===== src/rtl/sram_fifo_pkg.sv =====
// -----------------------------------------------------------------------------
// sram_fifo_pkg
// Shared types and constants for the SRAM-backed FIFO controller.
//   ST_*      : access sequencer state encoding (IDLE/SETUP/STROBE/DONE)
//   op_e      : access operation chosen at grant (write / read)
//   STB_OFF   : inactive level of the active-low SRAM strobes
// -----------------------------------------------------------------------------
package sram_fifo_pkg;

    localparam logic [1:0] ST_IDLE   = 2'd0;
    localparam logic [1:0] ST_SETUP  = 2'd1;
    localparam logic [1:0] ST_STROBE = 2'd2;
    localparam logic [1:0] ST_DONE   = 2'd3;

    typedef enum logic {
        OP_WR = 1'b0,
        OP_RD = 1'b1
    } op_e;

    localparam logic STB_OFF = 1'b1;

endpackage


===== src/rtl/sram_fifo_ctrl_if.sv =====
// -----------------------------------------------------------------------------
// sram_fifo_ctrl_if
// Producer/consumer side of the SRAM FIFO controller.
//   wr_en/wr_data/wr_ready : write handshake (data held until wr_ready)
//   rd_en/rd_ready         : read handshake
//   rd_data/rd_valid       : last word read and its one-cycle update pulse
//   count + status flags   : occupancy, full/empty/almost, sticky errors
// master = producer/consumer, slave = controller.
// -----------------------------------------------------------------------------
interface sram_fifo_ctrl_if #(
    parameter int DATA_W = 16,
    parameter int ADDR_W = 11
);
    logic              wr_en;
    logic [DATA_W-1:0] wr_data;
    logic              wr_ready;
    logic              rd_en;
    logic              rd_ready;
    logic [DATA_W-1:0] rd_data;
    logic              rd_valid;
    logic [ADDR_W:0]   count;
    logic              full;
    logic              empty;
    logic              almost_full;
    logic              almost_empty;
    logic              overflow;
    logic              underflow;

    modport master (
        output wr_en, wr_data, rd_en,
        input  wr_ready, rd_ready, rd_data, rd_valid, count,
        input  full, empty, almost_full, almost_empty, overflow, underflow
    );

    modport slave (
        input  wr_en, wr_data, rd_en,
        output wr_ready, rd_ready, rd_data, rd_valid, count,
        output full, empty, almost_full, almost_empty, overflow, underflow
    );
endinterface


===== src/rtl/sram_access_seq.sv =====
// -----------------------------------------------------------------------------
// sram_access_seq
// Timing sequencer for one asynchronous SRAM access: SETUP (1 cycle),
// STROBE (WAIT_CYC cycles), DONE (1 cycle). A new access may start from IDLE
// or straight out of DONE, so back-to-back accesses have no idle gap.
//   clk, rst   : clock, synchronous active-low reset
//   i_start    : begin an access with operation i_op (sampled in IDLE/DONE)
//   o_op       : operation of the access in flight
//   o_idle     : sequencer is in IDLE
//   o_done     : sequencer is in DONE (one cycle per access)
//   o_capture  : last STROBE cycle of a read; read data is valid this cycle
//   o_ce_n/o_oe_n/o_we_n : registered active-low SRAM strobes
// -----------------------------------------------------------------------------
module sram_access_seq
    import sram_fifo_pkg::*;
#(
    parameter int WAIT_CYC = 1
) (
    input  logic clk,
    input  logic rst,
    input  logic i_start,
    input  op_e  i_op,
    output op_e  o_op,
    output logic o_idle,
    output logic o_done,
    output logic o_capture,
    output logic o_ce_n,
    output logic o_oe_n,
    output logic o_we_n
);
    localparam int            CW       = (WAIT_CYC > 1) ? $clog2(WAIT_CYC) : 1;
    localparam logic [CW-1:0] LAST_CNT = CW'(WAIT_CYC - 1);

    logic [1:0]    r_state;
    logic [CW-1:0] r_wcnt;
    op_e           r_op;
    logic          r_ce_n;
    logic          r_oe_n;
    logic          r_we_n;
    logic [1:0]    w_state_nxt;
    logic [CW-1:0] w_wcnt_nxt;
    op_e           w_op_nxt;
    logic          w_last_stb;

    assign w_last_stb = (r_state == ST_STROBE) && (r_wcnt == LAST_CNT);
    assign o_op       = r_op;
    assign o_idle     = (r_state == ST_IDLE);
    assign o_done     = (r_state == ST_DONE);
    assign o_capture  = w_last_stb && (r_op == OP_RD);
    assign o_ce_n     = r_ce_n;
    assign o_oe_n     = r_oe_n;
    assign o_we_n     = r_we_n;

    // Next state, strobe-cycle counter and op selection
    always_comb begin
        w_state_nxt = r_state;
        w_wcnt_nxt  = r_wcnt;
        w_op_nxt    = r_op;
        case (r_state)
            ST_IDLE, ST_DONE: begin
                w_wcnt_nxt = '0;
                if (i_start) begin
                    w_state_nxt = ST_SETUP;
                    w_op_nxt    = i_op;
                end else begin
                    w_state_nxt = ST_IDLE;
                end
            end
            ST_SETUP: begin
                w_state_nxt = ST_STROBE;
                w_wcnt_nxt  = '0;
            end
            ST_STROBE: begin
                if (w_last_stb) begin
                    w_state_nxt = ST_DONE;
                    w_wcnt_nxt  = '0;
                end else begin
                    w_wcnt_nxt = r_wcnt + CW'(1);
                end
            end
            default: begin
                w_state_nxt = ST_IDLE;
                w_wcnt_nxt  = '0;
            end
        endcase
    end

    // State register; strobes are decoded from the next state so they are glitch-free flops
    always_ff @(posedge clk) begin
        if (!rst) begin
            r_state <= ST_IDLE;
            r_wcnt  <= '0;
            r_op    <= OP_RD;
            r_ce_n  <= STB_OFF;
            r_oe_n  <= STB_OFF;
            r_we_n  <= STB_OFF;
        end else begin
            r_state <= w_state_nxt;
            r_wcnt  <= w_wcnt_nxt;
            r_op    <= w_op_nxt;
            r_ce_n  <= !((w_state_nxt == ST_SETUP) || (w_state_nxt == ST_STROBE));
            r_we_n  <= !((w_state_nxt == ST_STROBE) && (w_op_nxt == OP_WR));
            r_oe_n  <= !((w_state_nxt == ST_STROBE) && (w_op_nxt == OP_RD));
        end
    end

endmodule


===== src/rtl/sram_fifo_ctrl.sv =====
// -----------------------------------------------------------------------------
// sram_fifo_ctrl
// FIFO controller whose storage is an external single-port asynchronous SRAM.
// One write and one read request can be pending; when both are, the op not
// served last is granted. Occupancy changes only when an access completes.
//   clk, rst        : clock, synchronous active-low reset
//   fifo (slave)    : producer/consumer handshakes, read data, count, flags
//   o_sram_addr     : SRAM address
//   o_sram_wdata    : SRAM write data (tristate merge done above this block)
//   i_sram_rdata    : SRAM read data
//   o_sram_ce_n/oe_n/we_n : active-low SRAM strobes
// -----------------------------------------------------------------------------
module sram_fifo_ctrl
    import sram_fifo_pkg::*;
#(
    parameter int DATA_W   = 16,
    parameter int ADDR_W   = 11,
    parameter int DEPTH    = 2048,
    parameter int AF_LEVEL = DEPTH - 2,
    parameter int AE_LEVEL = 2,
    parameter int WAIT_CYC = 1
) (
    input  logic              clk,
    input  logic              rst,
    sram_fifo_ctrl_if.slave   fifo,
    output logic [ADDR_W-1:0] o_sram_addr,
    output logic [DATA_W-1:0] o_sram_wdata,
    input  logic [DATA_W-1:0] i_sram_rdata,
    output logic              o_sram_ce_n,
    output logic              o_sram_oe_n,
    output logic              o_sram_we_n
);
    localparam int CNT_W = ADDR_W + 1;

    logic [ADDR_W-1:0] r_wp;
    logic [ADDR_W-1:0] r_rp;
    logic [CNT_W-1:0]  r_count;
    logic              r_wr_pend;
    logic              r_rd_pend;
    logic [DATA_W-1:0] r_hold;
    op_e               r_last;
    logic [DATA_W-1:0] r_rd_data;
    logic              r_rd_valid;
    logic              r_ovf;
    logic              r_udf;
    logic [ADDR_W-1:0] r_sram_addr;
    logic [DATA_W-1:0] r_sram_wdata;

    logic w_full, w_empty, w_wr_ready, w_rd_ready, w_wr_acc, w_rd_acc;
    logic w_seq_idle, w_seq_done, w_capture, w_fin_wr, w_fin_rd;
    logic w_pw, w_pr, w_start;
    op_e  w_cur_op, w_last_eff, w_grant_op;

    function automatic logic [ADDR_W-1:0] ptr_inc(input logic [ADDR_W-1:0] p);
        logic [ADDR_W-1:0] v;
        if (p == ADDR_W'(DEPTH - 1)) begin
            v = '0;
        end else begin
            v = p + ADDR_W'(1);
        end
        return v;
    endfunction

    assign w_full       = (r_count == CNT_W'(DEPTH));
    assign w_empty      = (r_count == '0);
    assign w_wr_ready   = !r_wr_pend && !w_full;
    assign w_rd_ready   = !r_rd_pend && !w_empty;
    assign w_wr_acc     = fifo.wr_en && w_wr_ready;
    assign w_rd_acc     = fifo.rd_en && w_rd_ready;

    // An access in DONE is completing: its own pend flag no longer competes,
    // and it already counts as the last-served op for arbitration.
    assign w_fin_wr     = w_seq_done && (w_cur_op == OP_WR);
    assign w_fin_rd     = w_seq_done && (w_cur_op == OP_RD);
    assign w_pw         = r_wr_pend && !w_fin_wr;
    assign w_pr         = r_rd_pend && !w_fin_rd;
    assign w_last_eff   = w_seq_done ? w_cur_op : r_last;

    assign fifo.wr_ready     = w_wr_ready;
    assign fifo.rd_ready     = w_rd_ready;
    assign fifo.rd_data      = r_rd_data;
    assign fifo.rd_valid     = r_rd_valid;
    assign fifo.count        = r_count;
    assign fifo.full         = w_full;
    assign fifo.empty        = w_empty;
    assign fifo.almost_full  = (r_count >= CNT_W'(AF_LEVEL));
    assign fifo.almost_empty = (r_count <= CNT_W'(AE_LEVEL));
    assign fifo.overflow     = r_ovf;
    assign fifo.underflow    = r_udf;
    assign o_sram_addr       = r_sram_addr;
    assign o_sram_wdata      = r_sram_wdata;

    // Round-robin grant, evaluated while the sequencer is in IDLE or DONE
    always_comb begin
        w_start    = 1'b0;
        w_grant_op = OP_WR;
        if ((w_seq_idle || w_seq_done) && (w_pw || w_pr)) begin
            w_start = 1'b1;
            if (w_pw && w_pr) begin
                w_grant_op = (w_last_eff == OP_RD) ? OP_WR : OP_RD;
            end else if (w_pw) begin
                w_grant_op = OP_WR;
            end else begin
                w_grant_op = OP_RD;
            end
        end else begin
            w_start = 1'b0;
        end
    end

    sram_access_seq #(
        .WAIT_CYC (WAIT_CYC)
    ) u_seq (
        .clk       (clk),
        .rst       (rst),
        .i_start   (w_start),
        .i_op      (w_grant_op),
        .o_op      (w_cur_op),
        .o_idle    (w_seq_idle),
        .o_done    (w_seq_done),
        .o_capture (w_capture),
        .o_ce_n    (o_sram_ce_n),
        .o_oe_n    (o_sram_oe_n),
        .o_we_n    (o_sram_we_n)
    );

    // Handshake acceptance, pointers, occupancy and arbitration history
    always_ff @(posedge clk) begin
        if (!rst) begin
            r_wp      <= '0;
            r_rp      <= '0;
            r_count   <= '0;
            r_wr_pend <= 1'b0;
            r_rd_pend <= 1'b0;
            r_hold    <= '0;
            r_last    <= OP_RD;
        end else begin
            if (w_wr_acc) begin
                r_wr_pend <= 1'b1;
                r_hold    <= fifo.wr_data;
            end else if (w_fin_wr) begin
                r_wr_pend <= 1'b0;
            end
            if (w_rd_acc) begin
                r_rd_pend <= 1'b1;
            end else if (w_fin_rd) begin
                r_rd_pend <= 1'b0;
            end
            if (w_fin_wr) begin
                r_wp    <= ptr_inc(r_wp);
                r_count <= r_count + CNT_W'(1);
                r_last  <= OP_WR;
            end else if (w_fin_rd) begin
                r_rp    <= ptr_inc(r_rp);
                r_count <= r_count - CNT_W'(1);
                r_last  <= OP_RD;
            end
        end
    end

    // SRAM address/data launched at grant and held through DONE; read capture; sticky errors
    always_ff @(posedge clk) begin
        if (!rst) begin
            r_sram_addr  <= '0;
            r_sram_wdata <= '0;
            r_rd_data    <= '0;
            r_rd_valid   <= 1'b0;
            r_ovf        <= 1'b0;
            r_udf        <= 1'b0;
        end else begin
            if (w_start) begin
                if (w_grant_op == OP_WR) begin
                    r_sram_addr  <= r_wp;
                    r_sram_wdata <= r_hold;
                end else begin
                    r_sram_addr  <= r_rp;
                end
            end
            if (w_capture) begin
                r_rd_data <= i_sram_rdata;
            end
            r_rd_valid <= w_capture;
            if (fifo.wr_en && w_full) begin
                r_ovf <= 1'b1;
            end
            if (fifo.rd_en && w_empty) begin
                r_udf <= 1'b1;
            end
        end
    end

endmodule

===== src/flat_wrapper.sv =====
// flat-port wrapper written by rule: the top's interface ports become plain ports
module sram_fifo_ctrl_flat import sram_fifo_pkg::*;
#(
    parameter int DATA_W   = 16,
    parameter int ADDR_W   = 11,
    parameter int DEPTH    = 2048,
    parameter int AF_LEVEL = DEPTH - 2,
    parameter int AE_LEVEL = 2,
    parameter int WAIT_CYC = 1
)
  (clk, rst, o_sram_addr, o_sram_wdata, i_sram_rdata, o_sram_ce_n, o_sram_oe_n, o_sram_we_n, fifo_wr_en, fifo_wr_data, fifo_rd_en, fifo_wr_ready, fifo_rd_ready, fifo_rd_data, fifo_rd_valid, fifo_count, fifo_full, fifo_empty, fifo_almost_full, fifo_almost_empty, fifo_overflow, fifo_underflow);
  sram_fifo_ctrl_if #(.DATA_W(DATA_W), .ADDR_W(ADDR_W)) fifo_i ();
  input  logic clk;
  input  logic rst;
  output logic [ADDR_W-1:0] o_sram_addr;
  output logic [DATA_W-1:0] o_sram_wdata;
  input  logic [DATA_W-1:0] i_sram_rdata;
  output logic o_sram_ce_n;
  output logic o_sram_oe_n;
  output logic o_sram_we_n;
  input wire logic [$bits(fifo_i.wr_en)-1:0] fifo_wr_en;
  input wire logic [$bits(fifo_i.wr_data)-1:0] fifo_wr_data;
  input wire logic [$bits(fifo_i.rd_en)-1:0] fifo_rd_en;
  output wire logic [$bits(fifo_i.wr_ready)-1:0] fifo_wr_ready;
  output wire logic [$bits(fifo_i.rd_ready)-1:0] fifo_rd_ready;
  output wire logic [$bits(fifo_i.rd_data)-1:0] fifo_rd_data;
  output wire logic [$bits(fifo_i.rd_valid)-1:0] fifo_rd_valid;
  output wire logic [$bits(fifo_i.count)-1:0] fifo_count;
  output wire logic [$bits(fifo_i.full)-1:0] fifo_full;
  output wire logic [$bits(fifo_i.empty)-1:0] fifo_empty;
  output wire logic [$bits(fifo_i.almost_full)-1:0] fifo_almost_full;
  output wire logic [$bits(fifo_i.almost_empty)-1:0] fifo_almost_empty;
  output wire logic [$bits(fifo_i.overflow)-1:0] fifo_overflow;
  output wire logic [$bits(fifo_i.underflow)-1:0] fifo_underflow;
  assign fifo_i.wr_en = fifo_wr_en;
  assign fifo_i.wr_data = fifo_wr_data;
  assign fifo_i.rd_en = fifo_rd_en;
  assign fifo_wr_ready = fifo_i.wr_ready;
  assign fifo_rd_ready = fifo_i.rd_ready;
  assign fifo_rd_data = fifo_i.rd_data;
  assign fifo_rd_valid = fifo_i.rd_valid;
  assign fifo_count = fifo_i.count;
  assign fifo_full = fifo_i.full;
  assign fifo_empty = fifo_i.empty;
  assign fifo_almost_full = fifo_i.almost_full;
  assign fifo_almost_empty = fifo_i.almost_empty;
  assign fifo_overflow = fifo_i.overflow;
  assign fifo_underflow = fifo_i.underflow;
  sram_fifo_ctrl #(.DATA_W(DATA_W), .ADDR_W(ADDR_W), .DEPTH(DEPTH), .AF_LEVEL(AF_LEVEL), .AE_LEVEL(AE_LEVEL), .WAIT_CYC(WAIT_CYC)) u_core (.clk(clk), .rst(rst), .fifo(fifo_i), .o_sram_addr(o_sram_addr), .o_sram_wdata(o_sram_wdata), .i_sram_rdata(i_sram_rdata), .o_sram_ce_n(o_sram_ce_n), .o_sram_oe_n(o_sram_oe_n), .o_sram_we_n(o_sram_we_n));
endmodule

===== config.mk =====
export PLATFORM = sky130hd
export DESIGN_NAME = sram_fifo_ctrl_flat
export DESIGN_NICKNAME = d
export VERILOG_FILES = /design/src/rtl/sram_fifo_pkg.sv /design/src/rtl/sram_fifo_ctrl_if.sv /design/src/rtl/sram_access_seq.sv /design/src/rtl/sram_fifo_ctrl.sv /design/src/flat_wrapper.sv
export SDC_FILE = /design/constraint.sdc
export NUM_CORES = 1
export LEC_CHECK = 0
export CORE_UTILIZATION = 30
export DETAILED_ROUTE_END_ITERATION = 7
export GPL_ROUTABILITY_DRIVEN = 0
export GPL_TIMING_DRIVEN = 0
export PLACE_DENSITY = 0.48
export SLEW_MARGIN = 0
export SYNTH_ARGS = -nofsm -noshare
export SYNTH_HDL_FRONTEND = slang
export SYNTH_HIERARCHICAL = 1
export SYNTH_SLANG_ARGS = --single-unit

===== constraint.sdc =====
create_clock -name clk -period 3.8 [get_ports clk]
set_clock_uncertainty 0.15 [all_clocks]
set_input_delay 0.76 -clock clk [delete_from_list [all_inputs] [get_ports clk]]
set_output_delay 0.76 -clock clk [all_outputs]
set_load 0.03 [all_outputs]

==> impl_metrics.yaml, run 1 <==
setup_path:
  crit_path_end_kind: "output port"
  worstPathArrival_ps: 2330
  worstSetupStartpointType: "register"
  cp.required_ps: 2890
  r2r_slack_ps: 760
  worstPathMaxFanout: 5
  path_class: "register to output port"
placed_design:
  port_buffers: 102
  dp_hpwl_mm: 9.25
floorplan:
  die-area_um2: 16700
  start_util_pct: 30.7
  fp.coreArea_um2: 15800
  num_rows: 46
  die_w_um: 129
  die_h_um: 129
  ioPinCount: 103
yosys:
  synth_enable_flop_cells: 0
  syn_nets: 564
  yosysSeqAreaShare_pct: 43.7
  synth_cell_types: 57
  synth_area_um2: 4850
  synthArstFlopShare_pct: 0
  synthCells: 511
  synth-main-ff-cell: "dfxtp_1"
  synth.ff_latch_count: 106
  synth_area_per_cell_um2: 9.50
  synth.yosys.warnings: 6
layout:
  nets: 677
  final_common_cell: "dfxtp_1"
  multi_input_area_um2: 2550
  mostFrequentLayoutCells: "106 x dfxtp_1, 102 x clkdlybuf4s50_1, 63 x nand2_1"
  nFillCells: 1558
  drive_gt1_share_pct: 5.09
  syn_to_final_growth_pct: 32.2
  seq_area_um2: 2120
  antenna_cells: 0
sta:
  slew_violations: 0
  setup_viol_count_final: 0
  period_needed_ps: 3240
  finalHoldViolations: 0
  rsz0062_at_grt: "no"
  fin_crit_sh_pct: 85.3
  fmax_mhz: 309
  relSlewSlack_pct: 56.4
  setup_tns_ps: 0
  worst-slew-pin-transition_ps: 655
route:
  drt_wl_total_mm: 12.6
  postRouteAntennaNets: 0
  drc: 0
  drt_iter0_markers: 223
  wl_per_cell_um: 14.9
  routed_via_density: 4.77
  firstDrtPassIters: 5
  vias: 4028
grt:
  grt_overflow: 0
  grt_pass1_wl_mm: 20.0
  grt_max_degree: 17
  track_usage_pct: 15.7
  antenna_found_initial: 0
  grt_pass1_vias: 3825
power:
  cellLeakagePower_nw: 2.36
  totalPowerFinal_mw: 2.71
  ir_drop_mv: 0.213
  power-per-cell-area_nw_per_um2: 422
hold_path:
  hold_path.class: "register to register"
clock_tree:
  numClockSinks: 106
  clockBufferDepth: 2
  cts_resized: 0
  clk_pin_slew_ps: 70
  cts-root-buf: "clkbuf_16"
  ctsHoldBuffers: 0
  cts_htree_levels: 3
  post-cts-setup-buffers: 0
  clk_latency_ps: 340
  numCtsBuffers: 9
  cts_tree: "done"
status:
  status: "finished, final reports clean"
flow_run:
  maxCapViolations: 0
## worst paths after layout
kind | from | end | depth (start not counted)
worst max-delay path | u_core/fifo.count[7]$_SDFFE_PN0P_ | fifo_empty | 4
worst max register to register | u_core/u_seq/r_state[0]$_SDFF_PN0_ | u_core/fifo.count[11]$_SDFFE_PN0P_ | 11
worst min register to register | u_core/r_hold[8]$_SDFFE_PN0P_ | u_core/o_sram_wdata[8]$_SDFFE_PN0P_ | 2
worst min-delay path | u_core/r_hold[8]$_SDFFE_PN0P_ | u_core/o_sram_wdata[8]$_SDFFE_PN0P_ | 2
## worst max-delay path, stage by stage (launching register included)
cell	delay, ps
dfxtp_1	360
nor4_2	430
nand3_1	170
nor4_2	290
clkdlybuf4s50_1	750
## cells in the mapped netlist, types with 4 or more instances
cell type / instances / area share (%)
xnor2_1: 14 / 2.5
nor2b_1: 57 / 7.3
nor2_1: 23 / 1.8
nand2_1: 63 / 4.9
nor3b_1: 5 / 0.77
and2_1: 13 / 1.7
inv_1: 7 / 0.54
a21boi_1: 9 / 1.4
a21o_1: 6 / 0.93
nand4_1: 9 / 1.2
xor2_1: 9 / 1.6
a21boi_0: 9 / 1.4
buf_2: 4 / 0.41
buf_6: 4 / 0.93
and3_1: 7 / 0.90
a21oi_1: 12 / 1.2
dfxtp_1: 106 / 44
a222oi_1: 11 / 2.3
clkbuf_1: 14 / 1.1
ha_1: 16 / 4.1
nand3b_1: 5 / 0.77
nand3_1: 16 / 1.6
o21a_1: 4 / 0.62
mux2i_1: 39 / 8.0
## metal layers
| layer | track usage, % | wire, µm | vias up |
|---|---|---|---|
| met5 | 0 | 0 | - |
| met4 | 6.09 | 150 | 0 |
| met3 | 3.55 | 760 | 10 |
| met2 | 25.1 | 5600 | 104 |
| met1 | 20.4 | 6110 | 1899 |
| li1 | - | - | 2015 |
## cell type report
type | count | share of cell area [%]
tap | 216 | 4.21
clock inverter | 3 | 0.351
inverter | 8 | 0.468
timing repair buffer | 102 | 15.9
multi-input combinational | 372 | 39.8
clock buffer | 13 | 3.90
buffer | 25 | 2.32
sequential | 106 | 33.1
## sequential cells by signal, summed over array words and instances, names as in the netlist
register,count
u_core/fifo.count,12
u_core/fifo.overflow,1
u_core/fifo.rd_data,16
u_core/fifo.rd_valid,1
u_core/fifo.underflow,1
u_core/o_sram_addr,11
u_core/o_sram_wdata,16
u_core/r_hold,16
u_core/r_last,1
u_core/r_rd_pend,1
u_core/r_rp,11
u_core/r_wp,11
u_core/r_wr_pend,1
u_core/u_seq/o_ce_n,1
u_core/u_seq/o_oe_n,1
u_core/u_seq/o_op,1
u_core/u_seq/o_we_n,1
u_core/u_seq/r_state,2
u_core/u_seq/r_wcnt,1
## power breakdown
part	total (mW)	leakage (nW)	switching [mW]	internal, mW
Combinational	0.621	1.36	0.346	0.275
Sequential	1.21	0.859	0.0446	1.17
Clock	0.872	0.134	0.406	0.466
Total	2.71	2.36	0.797	1.91
## cell families after synthesis
group / Yosys count / synth area share [%]
other cells: 1 / 0.0772
buf+inv: 33 / 3.69
mux: 39 / 8.04
fa+ha+maj: 17 / 4.54
flops: 106 / 43.7
compound gates: 79 / 12.4
xor+xnor: 23 / 4.15
simple gates: 213 / 23.4
## stage by stage
stage               util, %  hold WS [ps]  cell area [µm²]  cells  worst slack, ps
CTS                    40.6           304             6420    845              547
detailed placement     38.8           293             6150    829              728
global placement       38.8           284             6150    829              746
global route           40.6           327             6420    845              426
finish                 40.6           303             6420    845              560
floorplan                 -           280             4850    511              996
Note: power is estimated with default switching activity, not from simulation.
==> run 2: changes to the inputs <==
- clock period: 3.8 -> 3.1 ns (I/O delays scaled with it)
==> run 2 against run 1 <==
Core utilization grew 0.12 points. Final area rose by 0.29%. Hold slack got worse by 1.7 ps. Highest routed layer unchanged.
==> impl_metrics.yaml, run 2 (synthesis results as in run 1) <==
clock_tree:
  numClockSinks: 106
  cts_tree: "done"
  clockBufferDepth: 2
  numCtsBuffers: 9
  cts_htree_levels: 3
  clk_latency_ps: 340
  cts-root-buf: "clkbuf_16"
  clk_pin_slew_ps: 70
  post-cts-setup-buffers: 0
route:
  firstDrtPassIters: 5
  drt_iter0_markers: 222
  drt_wl_total_mm: 12.6
  vias: 4049
  postRouteAntennaNets: 0
  wl_per_cell_um: 15.0
  routed_via_density: 4.79
  drc: 0
grt:
  track_usage_pct: 15.7
  grt_pass1_vias: 3825
  gr-usage-met2_pct: 25.1
  grt.busiest_layer: "met2"
  antenna_found_initial: 0
  use_met1_pct: 20.4
  grt_pass1_wl_mm: 20.0
  grt_use_met3_pct: 3.55
  grt_overflow: 0
  grt_max_degree: 17
setup_path:
  crit_path_end_kind: "register"
  crit_top_cell: "ha_1"
  crit_path_cell_trace: "ha_1 > nor2b_1 > buf_2 > inv_4 > ha_1 > buf_6 > a21o_1 > a221o_1 > or3_1 > o211ai_2 > mux2i_1"
  worstPathArrival_ps: 3060
  path_class: "register to register"
  cp.buffers_inverters: 3
  cp_top_family: "compound AO/OA/AOI/OAI gates"
  worstPathMaxFanout: 16
  worstSetupStartpointType: "register"
  cp.required_ps: 3220
  worst_path_largest_cell_delay_ps: 370
  critPathSlowestCell: "a221o_1"
floorplan:
  fp.coreArea_um2: 15800
  start_util_pct: 30.7
  die_w_um: 129
  die-area_um2: 16700
  die_h_um: 129
  num_rows: 46
  ioPinCount: 103
placed_design:
  dp_hpwl_mm: 9.25
  port_buffers: 102
sta:
  relSlewSlack_pct: 55.6
  setup_viol_count_final: 0
  hold_slack_ps: 301
  period_needed_ps: 2930
  rsz0062_at_grt: "no"
  finalHoldViolations: 0
  worst-slew-pin-transition_ps: 666
  slew_violations: 0
  setup_tns_ps: 0
  fin_crit_sh_pct: 94.7
  fmax_mhz: 341
layout:
  antenna_cells: 0
  syn_to_final_growth_pct: 32.6
  final_util_pct: 40.7
  nets: 677
  mostFrequentLayoutCells: "106 x dfxtp_1, 99 x clkdlybuf4s50_1, 63 x nand2_1"
  drive_gt1_share_pct: 5.25
  final_common_cell: "dfxtp_1"
power:
  power-per-cell-area_nw_per_um2: 516
  cellLeakagePower_nw: 2.38
  ir_drop_mv: 0.262
flow_run:
  maxCapViolations: 0
status:
  status: "finished, final reports clean"
hold_path:
  hold_path.class: "register to register"
==> run 2: worst paths after layout <==
kind	depth (start not counted)	slack (ps)	end	start
hold / removal	2	300	u_core/o_sram_wdata[10]$_SDFFE_PN0P_	u_core/r_hold[10]$_SDFFE_PN0P_
hold reg to reg	2	300	u_core/o_sram_wdata[10]$_SDFFE_PN0P_	u_core/r_hold[10]$_SDFFE_PN0P_
setup reg to reg	11	170	u_core/fifo.count[11]$_SDFFE_PN0P_	u_core/u_seq/r_state[1]$_SDFF_PN0_
setup / recovery	11	170	u_core/fifo.count[11]$_SDFFE_PN0P_	u_core/u_seq/r_state[1]$_SDFF_PN0_
==> run 2: per-stage QoR <==
| step | cell area, µm² | power (mW) | cells | setup slack (ps) |
|---|---|---|---|---|
| after global routing | 6440 | 3.50 | 845 | 7.95 |
| after CTS | 6420 | 3.37 | 845 | 33.4 |
| after detailed placement | 6150 | 2.28 | 829 | 55.4 |
| final | 6440 | 3.32 | 845 | 165 |
| after floorplan | 4850 | 2.00 | 511 | 366 |
| after global placement | 6150 | 2.27 | 829 | 45.7 |
==> run 2: tightest hold or removal path, delay by kind of cell, from the launching register on <==
| family | cells | cell delay, ps |
|---|---|---|
| DFF | 1 | 310 |
| and+or+nand+nor | 1 | 50 |
| AOI/OAI and AO/OA | 1 | 50 |
==> run 2: power breakdown <==
part           internal (mW)  switching (mW)
clock network          0.572           0.499
logic                  0.335           0.427
registers               1.43          0.0553
total                   2.34           0.981
==> run 2: timing repair <==
item / 4_1_cts / 5_1_grt
hold buffers: 0 / 0
endpoints found under the setup margin: 1 / 4
resized for setup: 1 / 6
==> run 2: area by class of cell <==
type | count | area (µm²)
inverter | 8 | 32.5
buffer | 25 | 149
sequential | 106 | 2120
multi-input combinational | 372 | 2570
clock inverter | 3 | 22.5
tap | 216 | 270
fill | 1561 | 9390
clock buffer | 13 | 250
timing repair buffer | 102 | 1020
==> run 2: layer usage <==
metal	vias up	part of all wire (%)
li1	2018	-
met1	1911	49
met2	110	44
met3	10	5.9
met4	0	1.2
met5	-	0
==> run 3: changes to the inputs <==
--- a/constraint.sdc
+++ b/constraint.sdc
@@ -4,2 +4,2 @@
 set_output_delay 0.62 -clock clk [all_outputs]
-set_load 0.03 [all_outputs]
+set_load 0.1 [all_outputs]
==> run 3 against run 2 <==
Final cell count unchanged. Sequential power hardly changed. Critical path depth fell by 8. Final area up 0.95%. Flip-flop and latch count unchanged. First-iteration DRC count shrank 26%. Hold slack got worse by 1.2 ps. Combinational power up 41%. Power increased by 13%. Critical path type is now register to output port.
==> impl_metrics.yaml, run 3 (synthesis results as in run 1) <==
hold_path:
  min_from: "u_core/r_hold[11]$_SDFFE_PN0P_"
  hold_path.class: "register to register"
floorplan:
  die_h_um: 129
  fp.coreArea_um2: 15800
  num_rows: 46
  die_w_um: 129
  start_util_pct: 30.7
  die-area_um2: 16700
  ioPinCount: 103
setup_path:
  path_class: "register to output port"
  worstPathMaxFanout: 5
  worst_path_largest_cell_delay_ps: 860
  r2r-end: "u_core/fifo.count[11]$_SDFFE_PN0P_"
  worst-path-stages: 3
  cp.buffers_inverters: 1
  critPathSlowestCell: "dlygate4sd2_1"
  r2r_slack_ps: 140
  crit_path_cell_trace: "nor4_2 > and4_4 > dlygate4sd2_1"
  worstSetupStartpointType: "register"
  worstPathArrival_ps: 2240
  startpoint: "u_core/fifo.count[7]$_SDFFE_PN0P_"
  crit_path_end_kind: "output port"
  reg2reg_from: "u_core/u_seq/r_state[0]$_SDFF_PN0_"
  endpoint: "fifo_full"
  ff2ff_path_depth: 11
  cp_top_family: "buffers and inverters"
  cp.required_ps: 2330
route:
  firstDrtPassIters: 6
  drt_wl_total_mm: 12.6
  vias: 3982
  drt_iter0_markers: 164
  routed_via_density: 4.71
  wl_per_cell_um: 14.9
  drc: 0
  postRouteAntennaNets: 0
flow_run:
  maxCapViolations: 0
clock_tree:
  numClockSinks: 106
  numCtsBuffers: 9
  cts-root-buf: "clkbuf_16"
  clockBufferDepth: 2
  clk_pin_slew_ps: 70
  post-cts-setup-buffers: 0
  clk_latency_ps: 350
  cts_tree: "done"
  cts_htree_levels: 3
  ctsHoldBuffers: 0
sta:
  relSlewSlack_pct: 31.5
  rsz0062_at_grt: "no"
  worst-slew-pin-transition_ps: 1020
  finalHoldViolations: 0
  setup_ws_ps: 92.8
  slew_violations: 0
  setup_viol_count_final: 0
  fin_crit_sh_pct: 97.0
  fmax_mhz: 333
  period_needed_ps: 3010
layout:
  antenna_cells: 0
  final_util_pct: 41.1
  final_cells: 845
  nets: 677
  syn_to_final_growth_pct: 33.9
  final_common_cell: "clkdlybuf4s50_1"
  drive_gt1_share_pct: 8.43
  mostFrequentLayoutCells: "96 x clkdlybuf4s50_1, 95 x dfxtp_1, 63 x nand2_1"
power:
  cellLeakagePower_nw: 2.39
  power-per-cell-area_nw_per_um2: 578
  ir_drop_mv: 0.354
placed_design:
  port_buffers: 102
  dp_cells: 829
  pre_cts_slack_ps: -147
  dp_hpwl_mm: 9.21
grt:
  grt_max_degree: 19
  track_usage_pct: 15.5
  antenna_found_initial: 0
  grt_pass1_wl_mm: 19.8
  grt_pass1_vias: 3733
  grt_overflow: 0
status:
  status: "finished, final reports clean"
-- run 3: cell types whose count changed in the layout (fill, tap and decap cells not counted), sizes merged --
cell           change
clkbuf             -1
clkdlybuf4s15      +1
clkdlybuf4s50      -3
bufinv             +1
dlymetal6s2s       -2
clkinvlp           +2
dlygate4sd2        +2
-- run 3: tightest hold or removal path: cells and delay by family (launching register included) --
family / cells / cell delay [ps]
AOI/OAI and AO/OA: 1 / 40
DFF: 1 / 310
and+or+nand+nor: 1 / 50
-- run 3: cell type report --
class                           instances  area [µm²]
Timing Repair Buffer                  102        1010
Clock inverter                          6        75.1
Buffer                                 25         151
Fill cell                            1570        9330
Clock buffer                           10         239
Multi-Input combinational cell        372        2590
Sequential cell                       106        2140
Inverter                                8        32.5
Tap cell                              216         270
-- run 3: where the power goes --
group	internal, mW	switching [mW]	leakage, nW
clock network	0.657	0.543	0.148
registers	1.43	0.0580	0.865
logic	0.329	0.737	1.38
total	2.42	1.34	2.39
-- run 3: layer usage --
layer / wire length, µm / vias up / GRT usage, %
met1: 6200 / 1843 / 20.5
met2: 5570 / 109 / 24.7
met5: 0 / - / 0
met4: 168 / 0 / 6.23
li1: - / 2020 / -
met3: 654 / 10 / 3.06
-- run 3: timing repair --
action / in CTS / in global routing
resized for setup: 10 / 7
pin swaps: 0 / 0
setup endpoints to repair: 6 / 6
-- run 3: stage by stage --
stage               hold slack (ps)  instance area [µm²]  total power [mW]  TNS, ps
floorplan                       280                 4900              2.33     -416
global placement                284                 6190              2.60     -119
detailed placement              293                 6190              2.61     -150
CTS                             306                 6500              3.82        0
global route                    317                 6500              3.93        0
finish                          300                 6500              3.76        0
-- run 3: worst min-delay path by stage --
stage / end / slack [ps] / cells past startpoint
3_5_place_dp: u_core/o_sram_wdata[11]$_SDFFE_PN0P_ / 290 / 2
4_1_cts: u_core/o_sram_wdata[11]$_SDFFE_PN0P_ / 310 / 2
3_3_place_gp: u_core/o_sram_wdata[13]$_SDFFE_PN0P_ / 280 / 2
6_report: u_core/o_sram_wdata[11]$_SDFFE_PN0P_ / 300 / 2
2_1_floorplan: u_core/o_sram_wdata[10]$_SDFFE_PN0P_ / 280 / 2
5_1_grt: u_core/o_sram_wdata[10]$_SDFFE_PN0P_ / 320 / 2
